===== src/rtl/alu_issue_ctrl_pkg.sv =====
// Shared definitions for the ALU issue controller: micro-op codes, ALU op codes,
// FSM states and response memory codes.
package alu_issue_ctrl_pkg;

  localparam logic [2:0] OP_ADDU = 3'd0;
  localparam logic [2:0] OP_SUBU = 3'd1;
  localparam logic [2:0] OP_LUI  = 3'd2;
  localparam logic [2:0] OP_ORI  = 3'd3;
  localparam logic [2:0] OP_BEQ  = 3'd4;
  localparam logic [2:0] OP_LW   = 3'd5;
  localparam logic [2:0] OP_SW   = 3'd6;
  localparam logic [2:0] OP_ILL  = 3'd7;

  localparam logic [1:0] ALU_ADD = 2'b00;
  localparam logic [1:0] ALU_SUB = 2'b01;
  localparam logic [1:0] ALU_LUI = 2'b10;
  localparam logic [1:0] ALU_OR  = 2'b11;

  localparam logic [1:0] MEM_NONE  = 2'b00;
  localparam logic [1:0] MEM_LOAD  = 2'b01;
  localparam logic [1:0] MEM_STORE = 2'b10;

  typedef enum logic [1:0] {
    IDLE = 2'd0,
    EXEC = 2'd1,
    RESP = 2'd2
  } state_t;

  function automatic logic writes_reg(input logic [2:0] op);
    return (op == OP_ADDU) || (op == OP_SUBU) || (op == OP_LUI) || (op == OP_ORI);
  endfunction

  function automatic logic [1:0] mem_code(input logic [2:0] op);
    if (op == OP_LW) return MEM_LOAD;
    if (op == OP_SW) return MEM_STORE;
    return MEM_NONE;
  endfunction

endpackage


===== src/rtl/alu_issue_ctrl_imm_ext.sv =====
// Immediate extender: widens an IMM_W immediate to W bits, sign- or zero-extended.
module alu_imm_ext #(
  parameter int W     = 32,
  parameter int IMM_W = 16
) (
  input  logic [IMM_W-1:0] imm,
  input  logic             sign_ext,
  output logic [W-1:0]     ext
);

  assign ext = {{(W-IMM_W){sign_ext & imm[IMM_W-1]}}, imm};

endmodule


===== src/rtl/alu_issue_ctrl.sv =====
// Issue/writeback controller driving a 2-bit-op ALU over req/rsp valid-ready handshakes.
// Optional build macro ALU_ISSUE_STATS_EN adds the stat_ops/stat_taken counters.
module alu_issue_ctrl
  import alu_issue_ctrl_pkg::*;
#(
  parameter int W     = 32,
  parameter int IMM_W = 16,
  parameter int CNT_W = 32
) (
  input  logic             clk,
  input  logic             reset,
  input  logic             req_valid,
  output logic             req_ready,
  input  logic [2:0]       req_op,
  input  logic [W-1:0]     req_rs,
  input  logic [W-1:0]     req_rt,
  input  logic [IMM_W-1:0] req_imm,
  input  logic [4:0]       req_rd,
  output logic [W-1:0]     alu_operand1,
  output logic [W-1:0]     alu_operand2,
  output logic [1:0]       alu_operation,
  input  logic [W-1:0]     alu_result,
  input  logic             alu_zero,
  output logic             rsp_valid,
  input  logic             rsp_ready,
  output logic [W-1:0]     rsp_result,
  output logic [4:0]       rsp_rd,
  output logic             rsp_wen,
  output logic [1:0]       rsp_mem,
  output logic             rsp_taken,
  output logic             rsp_illegal
`ifdef ALU_ISSUE_STATS_EN
  ,
  output logic [CNT_W-1:0] stat_ops,
  output logic [CNT_W-1:0] stat_taken
`endif
);

  state_t         state, state_nxt;
  logic           accept, rsp_fire;
  logic [2:0]     op_q;
  logic [4:0]     rd_q;
  logic [W-1:0]   imm_ext;
  logic [W-1:0]   op1_nxt, op2_nxt;
  logic [1:0]     aluop_nxt;

  assign req_ready = (state == IDLE);
  assign rsp_valid = (state == RESP);
  assign accept    = req_valid && req_ready;
  assign rsp_fire  = rsp_valid && rsp_ready;

  alu_imm_ext #(.W(W), .IMM_W(IMM_W)) u_imm_ext (
    .imm      (req_imm),
    .sign_ext ((req_op == OP_LW) || (req_op == OP_SW)),
    .ext      (imm_ext)
  );

  always_ff @(posedge clk) begin
    if (reset) state <= IDLE;
    else       state <= state_nxt;
  end

  always_comb begin
    state_nxt = state;
    case (state)
      IDLE:    if (accept) state_nxt = EXEC;
      EXEC:    state_nxt = RESP;
      RESP:    if (rsp_fire) state_nxt = IDLE;
      default: state_nxt = IDLE;
    endcase
  end

  always_comb begin
    op1_nxt   = '0;
    op2_nxt   = '0;
    aluop_nxt = ALU_ADD;
    case (req_op)
      OP_ADDU:      begin op1_nxt = req_rs; op2_nxt = req_rt;  aluop_nxt = ALU_ADD; end
      OP_SUBU,
      OP_BEQ:       begin op1_nxt = req_rs; op2_nxt = req_rt;  aluop_nxt = ALU_SUB; end
      OP_LUI:       begin op1_nxt = '0;     op2_nxt = imm_ext; aluop_nxt = ALU_LUI; end
      OP_ORI:       begin op1_nxt = req_rs; op2_nxt = imm_ext; aluop_nxt = ALU_OR;  end
      OP_LW, OP_SW: begin op1_nxt = req_rs; op2_nxt = imm_ext; aluop_nxt = ALU_ADD; end
      default:      ;
    endcase
  end

  // Accept edge: latch the micro-op and present operands to the ALU
  always_ff @(posedge clk) begin
    if (reset) begin
      op_q          <= '0;
      rd_q          <= '0;
      alu_operand1  <= '0;
      alu_operand2  <= '0;
      alu_operation <= '0;
    end else if (accept) begin
      op_q          <= req_op;
      rd_q          <= req_rd;
      alu_operand1  <= op1_nxt;
      alu_operand2  <= op2_nxt;
      alu_operation <= aluop_nxt;
    end
  end

  // End of EXEC: capture the ALU output into the held response
  always_ff @(posedge clk) begin
    if (reset) begin
      rsp_result  <= '0;
      rsp_rd      <= '0;
      rsp_wen     <= 1'b0;
      rsp_mem     <= MEM_NONE;
      rsp_taken   <= 1'b0;
      rsp_illegal <= 1'b0;
    end else if (state == EXEC) begin
      rsp_result  <= alu_result;
      rsp_rd      <= rd_q;
      rsp_wen     <= writes_reg(op_q);
      rsp_mem     <= mem_code(op_q);
      rsp_taken   <= (op_q == OP_BEQ) && alu_zero;
      rsp_illegal <= (op_q == OP_ILL);
    end
  end

`ifdef ALU_ISSUE_STATS_EN
  always_ff @(posedge clk) begin
    if (reset) begin
      stat_ops   <= '0;
      stat_taken <= '0;
    end else if (rsp_fire) begin
      stat_ops <= stat_ops + 1'b1;
      if (rsp_taken) stat_taken <= stat_taken + 1'b1;
    end
  end
`endif

endmodule

===== config.mk =====
export PLATFORM = sky130hd
export DESIGN_NAME = alu_issue_ctrl
export DESIGN_NICKNAME = d
export VERILOG_FILES = /design/src/rtl/alu_issue_ctrl_pkg.sv /design/src/rtl/alu_issue_ctrl_imm_ext.sv /design/src/rtl/alu_issue_ctrl.sv
export SDC_FILE = /design/constraint.sdc
export NUM_CORES = 1
export LEC_CHECK = 0
export CORE_MARGIN = 10
export CORE_UTILIZATION = 38
export DETAILED_ROUTE_END_ITERATION = 7
export PLACE_DENSITY = 0.74
export SLEW_MARGIN = 20
export SYNTH_ARGS = -nofsm -noshare
export SYNTH_HDL_FRONTEND = slang
export SYNTH_HIERARCHICAL = 1
export SYNTH_SLANG_ARGS = --single-unit

===== constraint.sdc =====
create_clock -name clk -period 3.6 [get_ports clk]
set_input_delay 1.08 -clock clk [delete_from_list [all_inputs] [get_ports clk]]
set_output_delay 1.08 -clock clk [all_outputs]
set_load 0.05 [all_outputs]

* Yosys cells after proc, flatten, opt, wreduce, memory -nomap -nowiden
Cells that the tools add are included.
** Cells by class
- Shift-type cells :: 0
- Muxes and demuxes :: 17
- Reduce and logical (&&, ||, !) cells :: 15
- Order comparisons :: 0
- Add/subtract/negate cells :: 0
- Bitwise gates (word level) :: 1
- Div/mod/pow operators :: 0
- Multiply operators :: 0
- Equal/unequal tests :: 17
** Operators by type and width (count)
- $pmux W32 S2 :: 1
- $mux W32 :: 1
- $eq A3 B3 Y1 const B :: 7
- $eq A3 B2 Y1 const B :: 4
- $mux W2 :: 6
- $pmux W2 S3 :: 2
- $mux W1 :: 7
- $eq A3 B1 Y1 const B :: 2
- $logic_not A3 Y1 :: 2
- $reduce_or A6 Y1 :: 1
- $logic_or A1 B1 Y1 :: 4
- $ne A2 B1 Y1 const B :: 2
- $reduce_or A4 Y1 :: 1
- $logic_and A1 B1 Y1 :: 3
- $reduce_or A3 Y1 :: 1
- $eq A2 B1 Y1 const B :: 1
- $eq A2 B2 Y1 const B :: 1
- $logic_not A2 Y1 :: 1
- $reduce_and A2 Y1 :: 1
- $reduce_or A2 Y1 :: 1
- $and A1 B1 Y1 :: 1
** Storage, ports and cells
- ROM bits :: 0
- Bits in registers :: 118
- Output and inout bits :: 110
- Bits of input ports :: 125
- Bits in writable memories :: 0
- Memories kept :: 0
- Bits in latches :: 0

* Depth between registers and ports, before layout
Gate-level depths: netlist of the first run.
- Depth after elaboration :: 9
- Gate-level depth with buffers :: 9

* Hierarchy
Netlist of the first run, hierarchy kept.
** By module, submodules not included
- alu_issue_ctrl :: cells each 570, area each 5121.2 µm², seq. area each 2362.3 µm², times used 1
- alu_imm_ext :: cells each 32, area each 239.0 µm², seq. area each 0.0 µm², times used 1

* Least setup slack after synthesis of the first run
Ideal clock, no wire load.
- Path kind :: input-to-reg
- From :: in req_op[1]
- To :: reg alu_operand2[25]
- Data required time :: 3468 ps
- Path slack :: 725 ps
- Stages :: 9
- Arrival :: 2743 ps
- Path buffers :: 3
- Path through :: buf_4 buf_2 xor2_1 and2_1 and2_1 buf_4 mux2_2 a221oi_1 nor3_1
** On the way
- Cells in the longest elaborated chain, start to end :: 4
** Ends and longest elaborated chain
- start, declared :: line alu_issue_ctrl.sv:14 : input logic [2:0] req_op,
- $eq A3 B3 Y1 :: line alu_issue_ctrl.sv:54 : .sign_ext ((req_op == OP_LW) || (req_op == OP_SW)),
- $logic_or A1 B1 Y1 (*) :: line alu_issue_ctrl.sv:54
- $and A1 B1 Y1 (*) :: line alu_issue_ctrl_imm_ext.sv:11 : assign ext = {{(W-IMM_W){sign_ext & imm[IMM_W-1]}}, imm};
- named net imm_ext[16] :: line alu_issue_ctrl.sv:43 : logic [W-1:0] imm_ext;
- $pmux W32 S2 (*) :: line alu_issue_ctrl.sv:77 : case (req_op)
- end signal, assigned :: line alu_issue_ctrl.sv:100 : alu_operand2 <= op2_nxt;
- end, declared :: line alu_issue_ctrl.sv:20 : output logic [W-1:0] alu_operand2,
The timed path passes the listed nets; every way through them passes the cells marked *.
A chain may end at the register's enable or synchronous reset.

* Worst setup path in the final report of the first run
- From :: reg state[1]
- To :: out rsp_valid
** On the way
- Cells in the longest elaborated chain, start to end :: 1
** Ends and longest elaborated chain
- start, declared :: line alu_issue_ctrl.sv:39 : state_t state, state_nxt;
- start signal, assigned :: line alu_issue_ctrl.sv:60 : else state <= state_nxt;
- $eq A2 B2 Y1 :: line alu_issue_ctrl.sv:48 : assign rsp_valid = (state == RESP);
- end, declared :: line alu_issue_ctrl.sv:24 : output logic rsp_valid,
No other way between the ends.

==> run summary, run 1 <==
vias: 4938
min cycle time layout: 3038 ps
LEAKAGE: 2.897 nW
DRC: 0
CTS H-tree depth: 4
Setup Crit Path Kind: flip-flop to output pin
cells after synthesis: 602
aggregate routed wire length: 16.94 mm
Post-Syn Area: 5360 µm²
CP Data Required Time: 2520 ps
routability cong.: 0.8261
Hold Worst Slack: 452.4 ps
clock tree buffer depth: 2
Final Hold Viols: 0
peak supply drop: 263.6 µV
Hold Path Depth: 2
Finish-stage setup viols: 0
R2R Setup Slk: 1760 ps
Crit Path Max Fanout: 6
Slew HR: 25.65%
hold path start: rsp_result[16]
num rows: 43
post-synthesis xor/xnor area fraction: 0.1634%
postcts setup bufs: 0
Synth-to-Final Area Change: 52.03%
status: finished, final reports clean
die area: 19260 µm²
Max Transition Viols Final: 0
CTS tree: yes
final core utilization: 58.94%
Initial Util: 38.77%
Hold Path Class: flip-flop to flip-flop
r2r endpoint: alu_operand2[29]
register area share after synthesis: 44.07%
first-pass GRT wire length: 27.00 mm
main combinational cell family by area after synthesis: simple AND/OR/NAND/NOR gates
Crit. Startpoint: state[1]
DRT iter0 DRCs: 309
Post-CTS Resized: 0
Netlist cell types: 30
Root Buffer: clkbuf_16
post-synthesis mux area share: 6.909%
WHS Endpoint: rsp_result[16]
RSZ-0062 raised after global routing: no
DPL Wire Length: 12.18 mm
Clock Skews: 6.621 ps
wire length per cell: 17.39 µm
period utilisation layout: 84.40%
CP Launch Type: flip-flop
Ports: 235
Worst R2R Start: state[1]
pwr/cell area: 506.9 nW/µm²
clk slew on worst S/H paths: 50 ps
setup_tns: 0 ps
crit-path cells: nor2b_1 > clkdlybuf4s50_1
chip height: 138.8 µm
post-synth top area cell: dfxtp_1
Worst Path Arrival: 1960 ps
CP peak stage delay: 850 ps
CTS Buf Count: 17
area share of the largest cell type after synthesis: 44.07%
port bufs: 234
Initial DRT Pass Iterations: 6
largest net degree at the start of global routing: 107
maxcap violations: 0
Mapped Avg Cell Area: 8.904 µm²
Syn Nets: 727
number of synthesis warnings: 6
crit end category: output pin
cts hold-fix bufs: 0
share of cells above drive strength 1: 13.22%
Inserted Diodes: 0
Synth Area in Adders: 0%
fmax: 329.1 MHz
Slew @ Worst Pin: 1115 ps
ANT nets after route: 0
Synth Area in Simple Gates: 23.44%
gr usage total: 16.89%
Die Wd: 138.8 µm
Worst-Skew Late Latency: 410 ps
#FFs+latches synth: 118
vias in the first global route: 5097
R2R depth: 3
TritonCTS Sinks: 118
Remaining Overflow, GRT: 0
slowest CP cell: clkdlybuf4s50_1
Core Area: 13830 µm²
vias per cell: 5.070
antenna violations before repair: 0
synth top area cells: dfxtp_1, nand3b_1, mux2_2
compound-cell area share of the yosys netlist: 15.80%
nets: 906
==> power breakdown <==
group	total, W	internal [W]	switching (W)
Combinational	0.000896	0.000365	0.000531
Clock	0.00179	0.00119	0.000601
Sequential	0.00144	0.00139	0.0000479
Total	0.00413	0.00295	0.00118
==> cell usage after synthesis (all sizes together) <==
library cell  count
and2              2
nand4b            2
a21oi            51
or3b              1
nor2b             3
nand2            96
dfxtp           118
nand3             1
a211oi            2
and3b             1
nand4             1
nor3b             1
xor2              1
nand2b            2
buf              64
mux2i             1
or2               1
nand3b           65
mux2             32
a221oi           32
nor3             32
clkbuf           23
nor2             37
o21ai            32
a21boi            1
==> layer usage <==
metal	up-vias	routed length (µm)	GRT usage (%)
met1	2323	7021	19.44
met4	0	328	6.864
li1	2430	-	-
met2	163	8283	27.78
met3	22	1307	6.130
met5	-	0	0
==> area by class of cell <==
cell class	instances	area (µm²)
fill	1187	5678
multi-input combinational	397	2497
timing repair buffer	247	2432
sequential	118	2362
clock buffer	20	456.7
tap	180	225.2
clock inverter	12	175.2
==> layout by cell type, fill, tap and decap left out, types with 2 or more instances in the layout <==
cell               n
a211oi_1           2
a21oi_1           51
a221oi_1          12
a221oi_2          20
and2_1             2
buf_4             14
bufinv_16          4
clkbuf_16         17
clkbuf_8           2
clkdlybuf4s50_1  232
clkinv_2           3
clkinvlp_4         3
dfxtp_1          118
mux2_2            32
nand2_1           95
nand2b_1           2
nand3b_1          65
nand4b_1           2
nor2_1            37
nor2b_1            2
nor3_1            32
o21ai_0           26
o21ai_1            6
==> worst max-delay path by stage <==
stage / to / slack, ps / depth (start not counted)
CTS: rsp_valid / 530 / 2
finish: rsp_valid / 560 / 2
detailed placement: alu_operand2[29] / 210 / 7
global route: alu_operand2[21] / 400 / 6
global placement: alu_operand2[20] / 330 / 7
floorplan: alu_operand2[25] / 730 / 9
==> critical path: cells and delay by family (launching register included) <==
kind / cells / cell delay, ps
simple gates: 1 / 220
flops: 1 / 480
buf+inv: 1 / 850
==> registers in the layout (all words and copies together), names as in the netlist, 3 cells and up <==
name          flops
alu_operand1     32
rd_q              5
rsp_result       32
alu_operand2     32
op_q              3
rsp_rd            5
==> logic make-up (layout without fill, tap and decap cells) <==
group                  count (synthesis)  in the layout
XOR/XNOR                               1              1
AO/OA/AOI/OAI                        118            118
flip-flops                           118            118
multiplexers                          33             33
buffers and inverters                 87            279
AND/OR/NAND/NOR                      245            245
==> per-stage QoR <==
step	cell area (µm²)	total power, W	worst slack, ps	cells
floorplan	5360	0.002032	725.2	602
global placement	7517	0.002351	333.8	942
detailed placement	7517	0.002369	207.2	942
CTS	8149	0.004172	531.3	974
global route	8149	0.004282	396.1	974
finish	8149	0.004130	561.7	974
Note: power is estimated with default switching activity, not from simulation.
==> run 2: changes to the inputs <==
--- a/config.mk
+++ b/config.mk
@@ -8,7 +8,7 @@
 export CORE_MARGIN = 10
 export CORE_UTILIZATION = 38
 export DETAILED_ROUTE_END_ITERATION = 7
-export PLACE_DENSITY = 0.74
+export PLACE_DENSITY = 0.76
 export SLEW_MARGIN = 20
 export SYNTH_ARGS = -nofsm -noshare
 export SYNTH_HDL_FRONTEND = slang
==> constraint.sdc (replaced) <==
create_clock -name clk -period 2.5 [get_ports clk]
set_input_delay 0.75 -clock clk [delete_from_list [all_inputs] [get_ports clk]]
set_output_delay 0.75 -clock clk [all_outputs]
set_load 0.05 [all_outputs]
==> run summary, run 2 (synthesized netlist as in run 1, its figures left out) <==
maxcap violations: 0
aggregate routed wire length: 17.32 mm
TritonCTS Sinks: 118
wire length per cell: 17.75 µm
die area: 19260 µm²
first-pass GRT wire length: 27.45 mm
routability cong.: 0.8112
Slew @ Worst Pin: 580.3 ps
DRC: 0
nets: 909
CP peak stage delay: 840 ps
commonest non-fill, non-tap cells in the layout: clkdlybuf4s50_1, dfxtp_1, nand2_1, nand3b_1, a21oi_1
Core Area: 13830 µm²
fmax: 426.7 MHz
DRT iter0 DRCs: 446
CP Launch Type: flip-flop
Finish-stage setup viols: 0
port bufs: 234
antenna violations before repair: 0
CTS tree: yes
Crit Path Max Fanout: 2
Buffers & Inverters on Critical Path: 1
largest net degree at the start of global routing: 77
CTS H-tree depth: 4
placed standard-cell area: 7626 µm²
vias in the first global route: 5057
clock tree buffer depth: 2
Synth-to-Final Area Change: 53.62%
most common cell after layout, fill and taps aside: clkdlybuf4s50_1
Worst-Skew Late Latency: 410 ps
num rows: 43
vias: 5019
Worst path top cell family by delay: buffers and inverters
Ports: 235
peak supply drop: 387.6 µV
min cycle time layout: 2344 ps
Inserted Diodes: 0
gr usage total: 17.14%
Setup Crit Path Kind: flip-flop to output pin
Final Hold Viols: 0
DPL Wire Length: 12.29 mm
Slew HR: 61.19%
final core utilization: 59.55%
period utilisation layout: 93.74%
RSZ-0062 raised after global routing: no
layout filler cell count: 1154
crit end category: output pin
Initial DRT Pass Iterations: 5
Largest regs: alu_operand1 (32), alu_operand2 (32), rsp_result (32)
Hold Path Class: flip-flop to flip-flop
CTS Buf Count: 17
chip height: 138.8 µm
share of cells above drive strength 1: 13.57%
vias per cell: 5.142
Initial Util: 38.77%
Root Buffer: clkbuf_16
Worst Path Arrival: 1590 ps
Clock Skews: 6.443 ps
slowest CP cell: clkdlybuf4s50_1
pwr/cell area: 714.1 nW/µm²
final instance area: 8234 µm²
CP Data Required Time: 1750 ps
clk slew on worst S/H paths: 50 ps
ANT nets after route: 0
status: finished, final reports clean
Die Wd: 138.8 µm
LEAKAGE: 2.941 nW
Max Transition Viols Final: 0
crit-path cells: clkdlybuf4s50_1
Remaining Overflow, GRT: 0
[run 2: cell count changes in the layout (fill, tap and decap cells not counted), sizes merged]
cell           delta
bufinv            -1
clkbuf            +3
dlygate4sd2       +1
clkinvlp          -2
inv               -1
clkdlybuf4s50     -2
buf               +4
[run 2: cell type report]
cell class              instances  area, µm²  share of cell area, %
multi-input cells             397       2499                  30.34
clock buffers                  23      488.0                  5.926
repair buffers                250       2539                  30.83
well taps                     180      225.2                  2.735
flip-flops and latches        118       2362                  28.69
clock inverters                 8      121.4                  1.474
[run 2: final timing paths]
| check | cells after the start | slack [ps] | endpoint | from |
|---|---|---|---|---|
| setup / recovery | 1 | 160 | alu_operand1[27] | alu_operand1[27] |
| hold / removal | 2 | 450 | rsp_rd[0] | rd_q[0] |
| setup reg to reg | 4 | 970 | alu_operand2[27] | state[1] |
| hold reg to reg | 2 | 450 | rsp_rd[0] | rd_q[0] |
[run 2: routing by layer]
| layer | vias up | part of all wire, % | GRT usage, % |
|---|---|---|---|
| li1 | 2438 | - | - |
| met3 | 25 | 7.7 | 6.438 |
| met4 | 0 | 2.7 | 7.743 |
| met1 | 2383 | 41 | 19.54 |
| met2 | 173 | 49 | 27.90 |
| met5 | - | 0 | 0 |
[run 2: through the flow]
step | instances | setup TNS (ps) | hold slack [ps] | total power, W | worst slack [ps]
2_1_floorplan | 602 | 0 | 432.1 | 0.002926 | 6.580
3_3_place_gp | 945 | -1838 | 439.0 | 0.003406 | -169.3
3_5_place_dp | 945 | -2711 | 447.1 | 0.003438 | -210.4
4_1_cts | 976 | 0 | 453.3 | 0.005943 | 132.1
5_1_grt | 976 | 0 | 472.2 | 0.006116 | 84.09
6_report | 976 | 0 | 452.6 | 0.005880 | 156.5
[run 2: repair_timing]
item	CTS	global route
hold buffers	0	0
buffers inserted	0	0
endpoints found under the setup margin	1	0
gates resized for setup	1	0
[run 2: worst reg2reg max path: stages (launching register included)]
cell	delay (ps)
dfxtp_1	380
or3b_4	440
buf_12	190
a221oi_1	320
nor3_1	80
[run 2: where the power goes]
| group | internal [W] | total (W) | switching (W) | leakage, nW |
|---|---|---|---|---|
| Sequential | 0.00201 | 0.00207 | 0.0000683 | 0.967 |
| Combinational | 0.000546 | 0.00132 | 0.000774 | 1.68 |
| Clock | 0.00166 | 0.00249 | 0.000824 | 0.299 |
==> run 3: changes to the inputs <==
--- a/config.mk
+++ b/config.mk
@@ -5,6 +5,8 @@
 export SDC_FILE = /design/constraint.sdc
 export NUM_CORES = 1
 export LEC_CHECK = 0
+export CAP_MARGIN = 15
+export CORE_ASPECT_RATIO = 2
 export CORE_MARGIN = 10
 export CORE_UTILIZATION = 38
 export DETAILED_ROUTE_END_ITERATION = 7
==> run summary, run 3 (synthesized netlist as in run 1, its figures left out) <==
period utilisation layout: 94.84%
DRT iter0 DRCs: 215
first-pass GRT wire length: 28.62 mm
peak supply drop: 466.0 µV
overall power: 0.005774 W
Worst-Skew Late Latency: 410 ps
CTS H-tree depth: 4
die area: 19540 µm²
DRT met1 WL: 6.634 mm
CTS tree: yes
status: finished, final reports clean
CP peak stage delay: 860 ps
Inserted Diodes: 0
Setup Crit Path Kind: flip-flop to output pin
DRC: 0
chip height: 188.0 µm
Die Wd: 104.0 µm
Synth-to-Final Area Change: 53.57%
Remaining Overflow, GRT: 0
vias in the first global route: 5238
commonest non-fill, non-tap cells in the layout: clkdlybuf4s50_1, dfxtp_1, nand2_1, nand3b_1, a21oi_1
CTS Buf Count: 17
Final Hold Viols: 0
min cycle time layout: 2371 ps
ANT nets after route: 0
fmax: 421.7 MHz
Crit Path Max Fanout: 2
vias: 5001
aggregate routed wire length: 18.02 mm
Hold Path Class: flip-flop to flip-flop
share of cells above drive strength 1: 13.98%
Finish-stage setup viols: 0
setup_tns: 0 ps
Highest Signal Layer: met4
vias per cell: 5.052
CP Launch Type: flip-flop
clock tree buffer depth: 2
Largest regs: alu_operand1 (32), alu_operand2 (32), rsp_result (32)
metal3 WL: 911 µm
clk slew on worst S/H paths: 60 ps
Root Buffer: clkbuf_16
CP Data Required Time: 1750 ps
RSZ-0062 raised after global routing: no
wire length per cell: 18.20 µm
Worst Path Arrival: 1620 ps
Slew @ Worst Pin: 585.6 ps
gr usage total: 18.14%
slowest CP cell: clkdlybuf4s50_1
routability cong.: 0.7931
antenna violations before repair: 0
Ports: 235
Core Area: 13890 µm²
Max Transition Viols Final: 0
most common cell after layout, fill and taps aside: clkdlybuf4s50_1
pwr/cell area: 701.5 nW/µm²
nets: 913
port bufs: 234
WL met2: 9.607 mm
LEAKAGE: 2.943 nW
Initial Util: 38.59%
num rows: 61
fin cells: 990
DPL Wire Length: 13.19 mm
Clock Skews: 8.112 ps
crit end category: output pin
maxcap violations: 0
Initial DRT Pass Iterations: 4
Worst path top cell family by delay: buffers and inverters
TritonCTS Sinks: 118
Slew HR: 60.84%
Buffers & Inverters on Critical Path: 1
largest net degree at the start of global routing: 55
Placed Instances: 958
crit-path cells: clkdlybuf4s50_1
[run 3: cell types whose count changed in the layout (fill, tap and decap cells not counted), moves of 2 or more]
cell	change
buf_4	+5
clkinv_4	+5
clkbuf_8	-4
inv_6	+2
[run 3: metrics by stage]
step / setup slack, ps / instance area (µm²) / utilization, % / hold WS [ps]
global placement: -141.3 / 7651 / 55.08 / 436.7
finish: 128.9 / 8232 / 59.26 / 447.2
detailed placement: -170.9 / 7651 / 55.08 / 443.8
CTS: 114.6 / 8232 / 59.26 / 452.2
global route: 97.20 / 8232 / 59.26 / 471.7
floorplan: 6.580 / 5361 / - / 432.1
[run 3: final timing paths]
| check | startpoint | end | slack, ps | cells past startpoint |
|---|---|---|---|---|
| max reg2reg | state[1] | alu_operand2[26] | 990 | 4 |
| min reg2reg | rd_q[0] | rsp_rd[0] | 450 | 2 |
| min | rd_q[0] | rsp_rd[0] | 450 | 2 |
| max | alu_operand1[7] | alu_operand1[7] | 130 | 1 |
[run 3: routing by layer]
layer,GRT usage (%),vias to the layer above
li1,-,2441
met1,18.08,2344
met2,32.52,165
met3,4.979,51
met4,11.03,0
met5,0,-
[run 3: cell type report]
| class | count | area (µm²) |
|---|---|---|
| well taps | 189 | 236.5 |
| clock inverters | 14 | 152.6 |
| flip-flops and latches | 118 | 2362 |
| clock buffers | 18 | 429.2 |
| fillers | 1227 | 5659 |
| repair buffers | 254 | 2556 |
| multi-input cells | 397 | 2495 |
[run 3: worst register-to-register path: cells and delay by family (launching register included)]
family          cells  cell delay, ps
compound gates      1             280
buf+inv             1             190
flops               1             380
simple gates        2             530
[run 3: what timing repair did]
item,4_1_cts,5_1_grt
setup buffers,0,0
hold buffers,0,0
endpoints found under the setup margin,1,0
resized for setup,1,0
[run 3: report_power, final]
part           total (W)  switching, W  leakage (nW)  internal (W)
clock            0.00238      0.000903         0.285       0.00147
combinational    0.00132      0.000776          1.69      0.000547
sequential       0.00207     0.0000695         0.967       0.00200
total            0.00577       0.00175          2.94       0.00403
